`src/rtl/bin2bcd_seq.sv`:
```
// bin2bcd_seq: sequential double-dabble converter.
// Turns a W-bit unsigned value into three packed BCD digits (hundreds, tens, ones),
// one shift per clock, using a start/done_tick handshake. Legal W is 1..9.
module bin2bcd_seq #(
  parameter int W = 7
) (
  input  logic         clk,
  input  logic         reset,
  input  logic         start,
  input  logic [W-1:0] bin,
  output logic         ready,
  output logic         done_tick,
  output logic [3:0]   bcd2,
  output logic [3:0]   bcd1,
  output logic [3:0]   bcd0
);

  typedef enum logic [1:0] {
    IDLE   = 2'b00,
    OP     = 2'b01,
    DONE   = 2'b10,
    UNUSED = 2'b11
  } state_t;

  state_t       state_q, state_d;
  logic [W-1:0] b_q, b_d;
  logic [3:0]   p2_q, p2_d;
  logic [3:0]   p1_q, p1_d;
  logic [3:0]   p0_q, p0_d;
  logic [3:0]   i_q, i_d;
  logic [3:0]   bcd2_q, bcd2_d;
  logic [3:0]   bcd1_q, bcd1_d;
  logic [3:0]   bcd0_q, bcd0_d;

  logic [3:0]   adj2, adj1, adj0;

  // Add-3 correction applied to every digit of 5 or more before each shift
  always_comb begin
    adj2 = (p2_q >= 4'd5) ? p2_q + 4'd3 : p2_q;
    adj1 = (p1_q >= 4'd5) ? p1_q + 4'd3 : p1_q;
    adj0 = (p0_q >= 4'd5) ? p0_q + 4'd3 : p0_q;
  end

  // Next-state logic: capture in IDLE, adjust-and-shift in OP, publish digits from DONE
  always_comb begin
    state_d = state_q;
    b_d     = b_q;
    p2_d    = p2_q;
    p1_d    = p1_q;
    p0_d    = p0_q;
    i_d     = i_q;
    bcd2_d  = bcd2_q;
    bcd1_d  = bcd1_q;
    bcd0_d  = bcd0_q;
    unique case (state_q)
      IDLE: begin
        if (start) begin
          b_d     = bin;
          p2_d    = 4'd0;
          p1_d    = 4'd0;
          p0_d    = 4'd0;
          i_d     = 4'(W);
          state_d = OP;
        end
      end
      OP: begin
        // The 13-bit {p2,p1,p0,b msb} shifts left; the top 12 bits become the new digits
        {p2_d, p1_d, p0_d} = {adj2[2:0], adj1, adj0, b_q[W-1]};
        b_d = b_q << 1;
        i_d = i_q - 4'd1;
        if (i_q == 4'd1) begin
          state_d = DONE;
        end
      end
      DONE: begin
        bcd2_d  = p2_q;
        bcd1_d  = p1_q;
        bcd0_d  = p0_q;
        state_d = IDLE;
      end
      default: begin
        state_d = IDLE;
      end
    endcase
  end

  // State and datapath registers with synchronous active-low clear
  always_ff @(posedge clk) begin
    if (!reset) begin
      state_q <= IDLE;
      b_q     <= '0;
      p2_q    <= 4'd0;
      p1_q    <= 4'd0;
      p0_q    <= 4'd0;
      i_q     <= 4'd0;
      bcd2_q  <= 4'd0;
      bcd1_q  <= 4'd0;
      bcd0_q  <= 4'd0;
    end else begin
      state_q <= state_d;
      b_q     <= b_d;
      p2_q    <= p2_d;
      p1_q    <= p1_d;
      p0_q    <= p0_d;
      i_q     <= i_d;
      bcd2_q  <= bcd2_d;
      bcd1_q  <= bcd1_d;
      bcd0_q  <= bcd0_d;
    end
  end

  // Handshake outputs decoded straight from the state register, so they cannot overlap
  always_comb begin
    ready     = (state_q == IDLE);
    done_tick = (state_q == DONE);
    bcd2      = bcd2_q;
    bcd1      = bcd1_q;
    bcd0      = bcd0_q;
  end

endmodule

```
`config.mk`:
```
export PLATFORM = sky130hd
export DESIGN_NAME = bin2bcd_seq
export DESIGN_NICKNAME = d
export VERILOG_FILES = /design/src/rtl/bin2bcd_seq.sv
export SDC_FILE = /design/constraint.sdc
export NUM_CORES = 1
export LEC_CHECK = 0
export CAP_MARGIN = 20
export CORE_UTILIZATION = 55
export DETAILED_ROUTE_END_ITERATION = 7
export GPL_TIMING_DRIVEN = 0
export HOLD_SLACK_MARGIN = 0.05
export PLACE_DENSITY = 0.8
export SLEW_MARGIN = 20
export SYNTH_ARGS = -nofsm -noshare
export SYNTH_HDL_FRONTEND = slang
export SYNTH_SLANG_ARGS = --single-unit
```
`constraint.sdc`:
```
create_clock -name clk -period 4.1 [get_ports clk]
set_clock_uncertainty 0.15 [all_clocks]
set_input_delay 1.23 -clock clk [delete_from_list [all_inputs] [get_ports clk]]
set_output_delay 1.23 -clock clk [all_outputs]
set_load 0.05 [all_outputs]
```
Yosys cells after proc, flatten, opt, wreduce, memory -nomap -nowiden. Cells that the tools add are included.

Register bits after elaboration: 37. Input bits: 10. Output and inout bits: 14. Logic and storage cells: 39.

Add/sub/neg operators: 4. $lt $le $gt $ge: 3. Eq/ne operators: 5. Muxes and demuxes: 14. Reduce and logical (&&, ||, !) cells: 4.

Operator list (number): 4-bit case mux with 2 select lines (4); 4-bit two-way mux (4); 7-bit case mux with 2 select lines (1); 4-bit by 3-bit greater-or-equal comparator with 1-bit output, second input constant (3); 4-bit by 2-bit adder with 4-bit output, second input constant (2); 7-bit two-way mux (1); 4-bit by 1-bit == test with 1-bit output, second input constant (1); 2-bit two-way mux (2); 2-bit != test, second input constant (2); 2-bit case mux with 2 select lines (1); 2-bit AND reduction (2); 4-bit by 1-bit subtractor with 4-bit output, second input constant (1); 3-bit by 2-bit adder with 3-bit output, second input constant (1); 3-bit two-way mux (1); 2-bit by 1-bit == test with 1-bit output, second input constant (1); 2-bit == test, second input constant (1); 2-bit zero test (1); 2-bit nonzero test (1).

Logic depth before layout (Yosys ltp).
Depth after elaboration: 3. Mapped depth: 6. Gate-level depth less buffers: 6.

Least setup slack after synthesis. Ideal clock, no wire load.

Kind: flip-flop to output port. Start point: reg state_q[0]. End point: out ready. Data arrival time: 1.290 ns. Required time: 2.720 ns. Setup slack: 1.430 ns. Cell stages (with the launch flop): 4. Path buffers: 2. Cell sequence: dfxtp_1 -> buf_4 -> clkbuf_1 -> nor2_1.

Cells in the longest elaborated chain, start to end: 1.

RTL lines: start: declaration (RTL line 25) `state_t state_q, state_d;`; start signal: assignment (RTL line 100) `state_q <= state_d;`; 2-bit zero test (RTL line 114) `ready = (state_q == IDLE);`; end: declaration (RTL line 11) `output logic ready,`.

Every way passes these cells.

Worst setup path after layout.
Start point: reg state_q[0]. End point: out done_tick.

Cells in the longest elaborated chain, start to end: 1.

RTL lines: 2-bit == test (RTL line 115) `done_tick = (state_q == DONE);`; end: declaration (RTL line 12) `output logic done_tick,`.

Every way passes these cells.

==> flow_summary.ini <==
[critical_path]
cp.required_ns = 2.72
path_class = flop to primary output
path_max_fanout = 10
endpoint_kind = primary output
cp-start-kind = flop
crit_arrival_ns = 2.15

[placement]
dpl-instance-area_mm2 = 0.00195
hpwlAfterDp_um = 2550
io_buffers = 22
gp_congestion = 0.817

[synthesis]
synth_fp_nets = 231
postSynthAreaPerCell_um2 = 7.95
post-synth-top-area-cell = dfxtp_1
ys_seq_elements = 37
synthCells = 213
yosysWarnings = 0
synth_xor_xnor_area_share = 0.0258
synth_cell_types = 30
synth.area.top_cells = dfxtp_1 44%, a21oi_1 8.6%, nand2_1 7.8%
synth-compound-area-share = 0.192
netlist_area_mm2 = 0.00169
ys_seq_area_frac = 0.437
synth_top_family_by_area = simple AND/OR/NAND/NOR gates
synth_top_area_frac = 0.437
synthAdderAreaFrac = 0.0591
yosys.area_share.simple = 0.208
synth_mux_area_frac = 0.0199

[die]
coreArea_mm2 = 0.00283
rows = 19
num_io_pins = 24
die_area_mm2 = 0.00331
fp.dieH_um = 57.5
die_x_um = 57.5
start_util = 0.599

[timing]
setup_violations = 0
finalSetupTns_ns = 0
slew_violations = 0
hold_violations = 0
fin_crit_ns = 3.53
fmax_mhz = 283
whs_ns = 0.308
rsz0062_at_grt = false
period_share = 0.862
tightestPinTransition_ns = 0.522
relSlewSlack = 0.652

[global_route]
grt_start_max_net_pins = 11
track_usage = 0.237
gr-total-overflow = 0
grt_pass1_wl_um = 5890
antenna_found_initial = 0
grt_pass1_vias = 1440

[clock_network]
postCtsSetupBuffers = 0
htreeDepth = 2
clock_path_buffers = 2
cts_num_sinks = 37
clk_root_buffer_cell = clkbuf_4
path_clk_slew_ns = 0.10
ctsHoldBuffers = 0
tritoncts = yes
ctsResizeCount = 0
numCtsBuffers = 5
clk_latency_ns = 0.34

[pwr]
cellPowerDensity_mw_per_mm2 = 329
total_power_uw = 660
ir_worst_vdd_v = 0.000234
leakagePower_uw = 0.000737

[cells_and_area]
final_cell_mix = 37 x dfxtp_1, 35 x nand2_1, 29 x a21oi_1
final_common_cell = dfxtp_1
drive_above_1_share = 0.0868
nets = 260
syn2layout_area_growth_pct = 18.5
final_cell_area_mm2 = 0.00201
diodes = 0

[routing]
wl_per_cell_um = 12.6
drtIter0Drc = 58
wirelength_um = 3450
num_vias = 1523
drc = 2
ant_nets = 0
drt-pass1-iter-count = 6
vias_per_cell = 5.58

[outcome]
failed_checks = DRC
status = complete, but fails checks

[job]
cap_violations = 0

[min_path]
min_path_type = flop to flop
==> synth_stat cells <==
library cell / number
nand3b_1: 1
nor3_1: 3
a311oi_1: 1
inv_2: 1
xor2_1: 2
nand2_1: 35
dfxtp_1: 37
xnor2_1: 3
a221oi_1: 1
ha_1: 8
nand3_1: 5
o21ai_0: 13
o31ai_1: 2
clkbuf_1: 3
buf_4: 1
o21bai_2: 1
mux2_2: 3
and2_1: 1
nor3b_1: 1
and2b_1: 1
inv_1: 11
o221a_2: 2
a22oi_1: 1
o221ai_1: 4
or3_1: 2
a21oi_1: 29
buf_2: 7
a31oi_1: 1
nor2_1: 27
nand2b_1: 6
==> where the power goes <==
part	total [uW]	internal, uW	switching [uW]
clock network	193	80.9	113
registers	382	372	10.1
logic	84.2	35.0	49.2
==> flip-flops by register name, indices dropped and copies added (netlist names) <==
register	cells
p1_q	4
b_q	7
bcd0	4
bcd2	4
bcd1	4
i_q	4
p2_q	4
state_q	2
p0_q	4
==> path summary, 6_finish.rpt <==
check             cells after the start  slack, ns        end       start
setup / recovery                      5       0.57  done_tick  state_q[0]
hold / removal                        2       0.31    bcd0[2]     bcd0[2]
setup reg to reg                      6       2.31    p1_q[2]     p1_q[1]
hold reg to reg                       2       0.31    bcd0[2]     bcd0[2]
==> through the flow <==
step	std cells	utilization	worst slack, ns
after floorplan	213	-	1.43
after global placement	266	0.690	0.962
after detailed placement	266	0.690	0.940
after CTS	273	0.710	0.545
after global routing	273	0.710	0.457
final	273	0.710	0.566
==> worst max-delay path: stages, from the launching register on <==
cell             delay, ns
dfxtp_1               0.31
buf_4                 0.15
nand2b_1              0.21
inv_2                 0.11
buf_2                 0.20
clkdlybuf4s50_1       0.83
==> area by class of cell <==
class / instances / area, um2
inverters: 12 / 45.0
well taps: 31 / 38.8
clock buffers: 7 / 55.1
flip-flops and latches: 37 / 741
fillers: 256 / 821
multi-input cells: 153 / 855
plain buffers: 11 / 53.8
repair buffers: 22 / 220
==> cell families after synthesis <==
kind of cell / Yosys count
flip-flops: 37
AO/OA/AOI/OAI: 55
XOR/XNOR: 5
buffers and inverters: 23
adder cells (fa/ha/maj): 8
AND/OR/NAND/NOR: 82
multiplexers: 3
==> per-layer routing <==
| layer | global-route usage | up-vias | wire length [um] |
|---|---|---|---|
| met4 | 0.0906 | 0 | 62 |
| met3 | 0.0748 | 7 | 172 |
| li1 | - | 777 | - |
| met5 | 0 | - | 0 |
| met1 | 0.254 | 698 | 1520 |
| met2 | 0.432 | 41 | 1700 |
No activity file was read; power rests on OpenSTA's default activity.
